===== src/rtl/rv32i_pkg.sv =====
// Shared RV32I decode definitions: widths, base opcodes, immediate formats and the ID/EX payload.
package rv32i_pkg;

   localparam int unsigned XLEN  = 32;
   localparam int unsigned REG_W = 5;
   localparam int unsigned OPC_W = 7;
   localparam int unsigned F3_W  = 3;

   localparam logic [OPC_W-1:0] OP     = 7'b0110011;
   localparam logic [OPC_W-1:0] OP_IMM = 7'b0010011;
   localparam logic [OPC_W-1:0] LOAD   = 7'b0000011;
   localparam logic [OPC_W-1:0] STORE  = 7'b0100011;
   localparam logic [OPC_W-1:0] BRANCH = 7'b1100011;
   localparam logic [OPC_W-1:0] JAL    = 7'b1101111;
   localparam logic [OPC_W-1:0] JALR   = 7'b1100111;
   localparam logic [OPC_W-1:0] LUI    = 7'b0110111;
   localparam logic [OPC_W-1:0] AUIPC  = 7'b0010111;
   localparam logic [OPC_W-1:0] FENCE  = 7'b0001111;
   localparam logic [OPC_W-1:0] SYSTEM = 7'b1110011;

   typedef enum logic [2:0] {
      IMM_I,
      IMM_S,
      IMM_B,
      IMM_U,
      IMM_J,
      IMM_NONE
   } imm_type_t;

   typedef struct packed {
      logic [XLEN-1:0]  pc;
      logic [XLEN-1:0]  rs1_val;
      logic [XLEN-1:0]  rs2_val;
      logic [XLEN-1:0]  imm;
      logic [REG_W-1:0] rd;
      logic [OPC_W-1:0] opcode;
      logic [F3_W-1:0]  funct3;
      logic             funct7b5;
      logic             is_load;
      logic             illegal;
   } id_ex_t;

endpackage


===== src/rtl/imm_gen.sv =====
// Combinational RV32I immediate generator; every format sign-extends from instr[31].
module imm_gen
   import rv32i_pkg::*;
(
   input  logic [XLEN-1:0] instr,
   input  imm_type_t       imm_type,
   output logic [XLEN-1:0] imm
);

   // The opcode field never contributes to an immediate.
   logic unused_opcode;
   assign unused_opcode = ^instr[6:0];

   always_comb begin : imm_mux
      imm = '0;
      case (imm_type)
         IMM_I:   imm = {{20{instr[31]}}, instr[31:20]};
         IMM_S:   imm = {{20{instr[31]}}, instr[31:25], instr[11:7]};
         IMM_B:   imm = {{19{instr[31]}}, instr[31], instr[7], instr[30:25], instr[11:8], 1'b0};
         IMM_U:   imm = {instr[31:12], 12'b0};
         IMM_J:   imm = {{11{instr[31]}}, instr[31], instr[19:12], instr[20], instr[30:21], 1'b0};
         default: imm = '0;
      endcase
   end

endmodule


===== src/rtl/id_stage.sv =====
// RV32I decode stage: handshake with fetch, operand select, load-use/flush control, ID/EX register.
// Optional writeback-to-read bypass is enabled by defining ID_WB_BYPASS_EN.
module id_stage
   import rv32i_pkg::*;
#(
   parameter int unsigned XLEN           = 32,
   parameter bit          NOP_ON_ILLEGAL = 1'b0
) (
   input  logic             clk,
   input  logic             rst_n,
   input  logic             if_valid,
   output logic             if_ready,
   input  logic [XLEN-1:0]  if_instr,
   input  logic [XLEN-1:0]  if_pc,
   output logic [REG_W-1:0] rs1,
   output logic [REG_W-1:0] rs2,
   input  logic [XLEN-1:0]  rf_data_1,
   input  logic [XLEN-1:0]  rf_data_2,
   input  logic             wb_we,
   input  logic [REG_W-1:0] wb_rd,
   input  logic [XLEN-1:0]  wb_data,
   input  logic             flush,
   output logic             id_valid,
   input  logic             id_ready,
   output logic [XLEN-1:0]  id_pc,
   output logic [XLEN-1:0]  id_rs1_val,
   output logic [XLEN-1:0]  id_rs2_val,
   output logic [XLEN-1:0]  id_imm,
   output logic [REG_W-1:0] id_rd,
   output logic [OPC_W-1:0] id_opcode,
   output logic [F3_W-1:0]  id_funct3,
   output logic             id_funct7b5,
   output logic             id_is_load,
   output logic             id_illegal
);

   logic [OPC_W-1:0] opcode;
   logic             legal;
   logic             rs1_used;
   logic             rs2_used;
   logic             is_load;
   imm_type_t        imm_type;
   logic [REG_W-1:0] rd_dec;
   logic [XLEN-1:0]  imm;
   logic [XLEN-1:0]  rs1_val;
   logic [XLEN-1:0]  rs2_val;
   logic             load_hit;
   logic             hazard;
   logic             capture;

   id_ex_t id_q;
   id_ex_t id_d;
   logic   valid_q;
   logic   valid_d;

   assign opcode  = if_instr[6:0];
   assign rs1     = if_instr[19:15];
   assign rs2     = if_instr[24:20];
   assign is_load = (opcode == LOAD);

   // Opcode classification: legality, source usage, immediate format, destination.
   always_comb begin : decode
      legal    = 1'b1;
      rs1_used = 1'b1;
      rs2_used = 1'b0;
      imm_type = IMM_NONE;
      rd_dec   = if_instr[11:7];
      case (opcode)
         OP:                 rs2_used = 1'b1;
         OP_IMM, LOAD, JALR: imm_type = IMM_I;
         STORE: begin
            imm_type = IMM_S;
            rs2_used = 1'b1;
            rd_dec   = '0;
         end
         BRANCH: begin
            imm_type = IMM_B;
            rs2_used = 1'b1;
            rd_dec   = '0;
         end
         LUI, AUIPC: begin
            imm_type = IMM_U;
            rs1_used = 1'b0;
         end
         JAL: begin
            imm_type = IMM_J;
            rs1_used = 1'b0;
         end
         FENCE, SYSTEM: begin
         end
         default: begin
            legal  = 1'b0;
            rd_dec = '0;
         end
      endcase
   end

   imm_gen u_imm_gen (
      .instr    (if_instr),
      .imm_type (imm_type),
      .imm      (imm)
   );

   assign load_hit = valid_q & id_q.is_load & (id_q.rd != '0) &
                     ((rs1_used & (rs1 == id_q.rd)) | (rs2_used & (rs2 == id_q.rd)));

`ifdef ID_WB_BYPASS_EN
   logic wb_hit_1;
   logic wb_hit_2;
   assign wb_hit_1 = wb_we & (wb_rd != '0) & (wb_rd == rs1);
   assign wb_hit_2 = wb_we & (wb_rd != '0) & (wb_rd == rs2);
   assign hazard   = load_hit;
`else
   // Without the bypass, wait one cycle for the register file to absorb the write.
   logic wb_stall;
   logic unused_wb_data;
   assign wb_stall       = wb_we & (wb_rd != '0) &
                           ((rs1_used & (wb_rd == rs1)) | (rs2_used & (wb_rd == rs2)));
   assign hazard         = load_hit | wb_stall;
   assign unused_wb_data = ^wb_data;
`endif

   // x0 reads as zero regardless of any pending write.
   always_comb begin : operand_sel
      rs1_val = rf_data_1;
      rs2_val = rf_data_2;
`ifdef ID_WB_BYPASS_EN
      if (wb_hit_1) rs1_val = wb_data;
      if (wb_hit_2) rs2_val = wb_data;
`endif
      if (rs1 == '0) rs1_val = '0;
      if (rs2 == '0) rs2_val = '0;
   end

   assign if_ready = rst_n & ~flush & ~hazard & (~valid_q | id_ready);
   assign capture  = if_valid & if_ready;

   // ID/EX next state; flush and capture are mutually exclusive through if_ready.
   always_comb begin : next_state
      id_d    = id_q;
      valid_d = valid_q;
      if (flush) begin
         valid_d = 1'b0;
      end else if (capture) begin
         id_d.pc       = if_pc;
         id_d.rs1_val  = rs1_val;
         id_d.rs2_val  = rs2_val;
         id_d.imm      = imm;
         id_d.rd       = rd_dec;
         id_d.opcode   = opcode;
         id_d.funct3   = if_instr[14:12];
         id_d.funct7b5 = if_instr[30];
         id_d.is_load  = is_load;
         id_d.illegal  = ~legal;
         valid_d       = ~(NOP_ON_ILLEGAL & ~legal);
      end else if (valid_q & id_ready) begin
         valid_d = 1'b0;
      end
   end

   always_ff @(posedge clk) begin : id_ex_reg
      if (!rst_n) begin
         id_q    <= '0;
         valid_q <= 1'b0;
      end else begin
         id_q    <= id_d;
         valid_q <= valid_d;
      end
   end

   assign id_valid    = valid_q;
   assign id_pc       = id_q.pc;
   assign id_rs1_val  = id_q.rs1_val;
   assign id_rs2_val  = id_q.rs2_val;
   assign id_imm      = id_q.imm;
   assign id_rd       = id_q.rd;
   assign id_opcode   = id_q.opcode;
   assign id_funct3   = id_q.funct3;
   assign id_funct7b5 = id_q.funct7b5;
   assign id_is_load  = id_q.is_load;
   assign id_illegal  = id_q.illegal;

endmodule


===== config.mk =====
export PLATFORM = sky130hd
export DESIGN_NAME = id_stage
export DESIGN_NICKNAME = d
export VERILOG_FILES = /design/src/rtl/rv32i_pkg.sv /design/src/rtl/imm_gen.sv /design/src/rtl/id_stage.sv
export SDC_FILE = /design/constraint.sdc
export NUM_CORES = 1
export LEC_CHECK = 0
export BUFFER_PORTS_ARGS = -buffer_cell sky130_fd_sc_hd__buf_2
export CORE_AREA = 2 2 127 129
export CTS_CLUSTER_DIAMETER = 50
export CTS_CLUSTER_SIZE = 10
export DETAILED_ROUTE_END_ITERATION = 10
export DIE_AREA = 0 0 129 131
export GPL_TIMING_DRIVEN = 0
export HOLD_SLACK_MARGIN = 0.06
export PLACE_DENSITY = 0.75
export SETUP_SLACK_MARGIN = 0.2
export SLEW_MARGIN = 10
export SYNTH_ARGS = -nofsm -noshare
export SYNTH_HDL_FRONTEND = slang
export SYNTH_SLANG_ARGS = --single-unit
export TNS_END_PERCENT = 20

===== constraint.sdc =====
create_clock -name clk -period 2.7 [get_ports clk]
set_clock_uncertainty 0.05 [all_clocks]
set_input_delay 0.54 -clock clk [delete_from_list [all_inputs] [get_ports clk]]
set_output_delay 0.54 -clock clk [all_outputs]
set_load 0.1 [all_outputs]

==> reports/results.md <==
| Item | Reported |
| --- | --- |
| Via count of the first global-routing pass | 5,966 |
| RSZ-0062 raised after global routing | yes |
| TritonCTS clock tree | yes |
| Number of DRC markers after the initial detailed-route iteration | 304 |
| Slowest-stage cell, CP | sky130_fd_sc_hd__nor4_2 |
| Post-CTS Hold Fix Bufs | 0 |
| Post-route worst setup slack | -0.0723 ns |
| Fill cell instance count of the final layout | 1,447 |
| Width of the die | 129 um |
| TritonCTS buffer count | 17 |
| Area enclosed by the die boundary | 0.0169 sq mm |
| GR Layer Usage met1 | 26.2% |
| Leading cell types by total area after synthesis | sky130_fd_sc_hd__dfxtp_1 (45%), sky130_fd_sc_hd__mux2i_1 (22%), sky130_fd_sc_hd__nand2_1 (13%), sky130_fd_sc_hd__inv_1 (2.5%), sky130_fd_sc_hd__a21o_1 (2.2%) |
| Critical Path End Type | output pin |
| Outcome | finished with violations |
| Total power per unit cell area | 633 mW/mm^2 |
| Maximum clock insertion buffer count | 2 |
| Total of max-cap violations | 0 |
| Dominant combinational cell family by area after synthesis | multiplexers |
| Highest attainable clock frequency | 361 MHz |
| Diodes inserted | 0 |
| Antenna violations before repair | 0 |
| Met3 layer usage reported by global route | 7.61% |
| Detailed Place HPWL | 15.1 mm |
| Class of the most critical hold timing path | in -> reg |
| Critical Path, Cell by Cell | buf_2 -> and4bb_2 -> o211ai_1 -> nor4_2 -> nor2_1 -> and3_4 -> buf_12 |
| Worst setup slack before clock tree synthesis | -0.662 ns |
| Initial standard-cell utilization of the core | 42.3% |
| Startpoint of the most critical register-to-register path | id_rd[0] |
| Worst Path Arrival | 2.18 ns |
| Crit path kind | in -> out |
| Asr flop ratio synth | 0% |
| Minimum period implied by the final worst setup slack | 2.77 ns |
| Setup violations, final | 1 |
| Dominant cell type by area after synthesis | sky130_fd_sc_hd__dfxtp_1 |
| Final slew viol count | 0 |
| Hold Slack | 0.292 ns |
| Core area | 0.0156 sq mm |
| Clock root buffer | sky130_fd_sc_hd__clkbuf_16 |
| Final wirelength | 20.0 mm |
| Synth Net Count | 927 |
| Critical Path Source Type | input pin |
| P_leak | 5.16 nW |
| Average size of a mapped cell | 8.72 sq um |
| Synthesized-area fraction occupied by and/or/nand/nor cells | 18.1% |
| Total clock sinks | 147 |
| Number of synthesized flops with an enable pin | 0 |
| Residual DRC count | 0 |
| Xor-xnor portion of the synthesized cell area | 2.66% |
| Launch point of the critical path | if_instr[3] |
| VDD IR max | 0.393 mV |
| Remaining antenna violation count | 0 |
| Fin nets | 1,249 |
| Drt pass-1 iters | 6 |
| Latest clock arrival within the worst-skew pair | 0.42 ns |
| Adder-Cell Fraction of Synth Area | 0% |
| Routed vias/inst | 4.87 |
| Max-Slew Margin vs Limit | 40.2% |
| Netlist area before placement | 0.00659 sq mm |
| Vias post-DR | 6,355 |
| Crit path max fanout | 10 |
| Area growth from synthesis to layout | 36.6% |
| Final-report hold violation count | 0 |
| Die outline height | 131 um |
| Number of H-tree branching levels | 4 |
| Layout cell share with drive strength beyond 1 | 34.2% |
| Final TNS setup | -0.0723 ns |
| Maximum number of pins on one net before global-route repair | 17 |
| Global-route wire length before repair | 29.8 mm |
| Count of yosys warnings during synthesis | 0 |
| Instance count of the mapped netlist | 756 |
| Tightest Pin Transition | 0.890 ns |
| GP Congestion | 0.954 |
| Overall track demand over capacity in global routing | 22.9% |
| Busiest layer in global routing | met2 |
| Quantity of I/O buffers inserted on ports | 294 |
| Hold path start | if_pc[10] |
| Wire length per cell | 15.3 um |
| Global-route met2 utilization | 39.1% |
| Violations in the final reports | negative setup slack |
| Proportion of synthesized chip area in sequential cells | 44.7% |
| FP Rows | 46 |
| Number of storage elements in the synthesis netlist | 147 |
| Area fraction in compound gates after synthesis | 5.62% |
| Total grt overflow | 0 |
| Clock edge transition at the registers on the reported setup and hold paths | 0.06 ns |
| Post-synth top area share | 44.7% |
| Mux cell area share after synthesis | 21.9% |
| Unique cell type count in the Yosys netlist | 41 |
| Final period utilization | 103% |
| Top_reg_cell synth | sky130_fd_sc_hd__dfxtp_1 |
| Number of top-level pins | 329 |
| WP data required | 2.11 ns |
| Slowest cell delay on critical path | 0.40 ns |
power by group:
part	switching (W)	total [W]	internal (W)
Combinational	0.000935	0.00122	0.000283
Clock	0.000915	0.00220	0.00129
Sequential	0.0000360	0.00228	0.00225
Total	0.00189	0.00570	0.00382
cells in the mapped netlist (all sizes together), types with 3 or more instances:
| library cell | count |
|---|---|
| nand2 | 237 |
| dfxtp | 147 |
| mux2i | 144 |
| inv | 44 |
| clkbuf | 31 |
| buf | 27 |
| a21o | 19 |
| nand3 | 18 |
| xnor2 | 16 |
| nor2 | 9 |
| a21oi | 7 |
| nor4 | 7 |
| o21ai | 7 |
| a22oi | 4 |
| nor2b | 4 |
| nor3 | 4 |
| xor2 | 4 |
| nand4 | 3 |
area by class of cell:
cell class                 count  area [sq um]  share of cell area (%)
multi-input combinational    507          3220                    35.8
tap                          216           270                    3.00
inverter                      44           165                    1.83
clock inverter                 8          78.8                   0.875
sequential                   147          2950                    32.8
timing repair buffer         303          1550                    17.2
buffer                        58           305                    3.39
clock buffer                  23           458                    5.09
layer usage:
metal / wire, um / vias up / share of wire, %
li1: - / 3121 / -
met1: 8040 / 2916 / 40
met2: 9770 / 275 / 49
met3: 1590 / 43 / 8.0
met4: 565 / 0 / 2.8
met5: 0 / - / 0
per-stage QoR:
stage	instance area (sq um)	std cells	total power [W]	utilization, %
final	9000	1306	0.00570	57.7
after global routing	9000	1306	0.00591	57.7
after CTS	8950	1300	0.00574	57.4
after detailed placement	8360	1267	0.00354	53.6
after global placement	8350	1266	0.00352	53.5
after floorplan	6600	756	0.00324	-
flip-flops by register name, indices dropped and copies added, names as in the netlist:
signal and cells:
id_illegal 1, id_rd 5, id_funct3 3, id_opcode 7
id_is_load 1, id_funct7b5 1, id_valid 1, id_rs1_val 32
id_pc 32, id_imm 32, id_rs2_val 32
worst paths after layout:
path / to / slack [ns] / cells after the start
min: id_pc[10] / 0.29 / 3
max: if_ready / -0.07 / 7
max reg2reg: id_imm[18] / 0.32 / 8
min reg2reg: id_rs1_val[6] / 0.40 / 2
layout by cell type (no fill, tap or decap), drive strengths merged, types with 7 or more instances in the layout:
| master | instances |
|---|---|
| a21o | 19 |
| a21oi | 7 |
| buf | 330 |
| clkbuf | 54 |
| dfxtp | 147 |
| inv | 46 |
| mux2i | 144 |
| nand2 | 237 |
| nand3 | 18 |
| nor2 | 9 |
| nor4 | 7 |
| o21ai | 7 |
| xnor2 | 16 |
kinds of logic after synthesis:
family          Yosys count
xor+xnor                 20
simple gates            291
compound gates           52
buf+inv                 102
flops                   147
mux                     144
timing repair:
item,4_1_cts,5_1_grt
endpoints found under the setup margin,146,51
pin swaps,5,4
resized for setup,10,2
setup buffers,2,6
gates cloned,0,0
critical path: cells and delay by family:
family                 cells  cell delay (ns)
AO/OA/AOI/OAI              1             0.21
AND/OR/NAND/NOR            4             1.11
buffers and inverters      2             0.32
No activity file was read; power rests on OpenSTA's default activity.
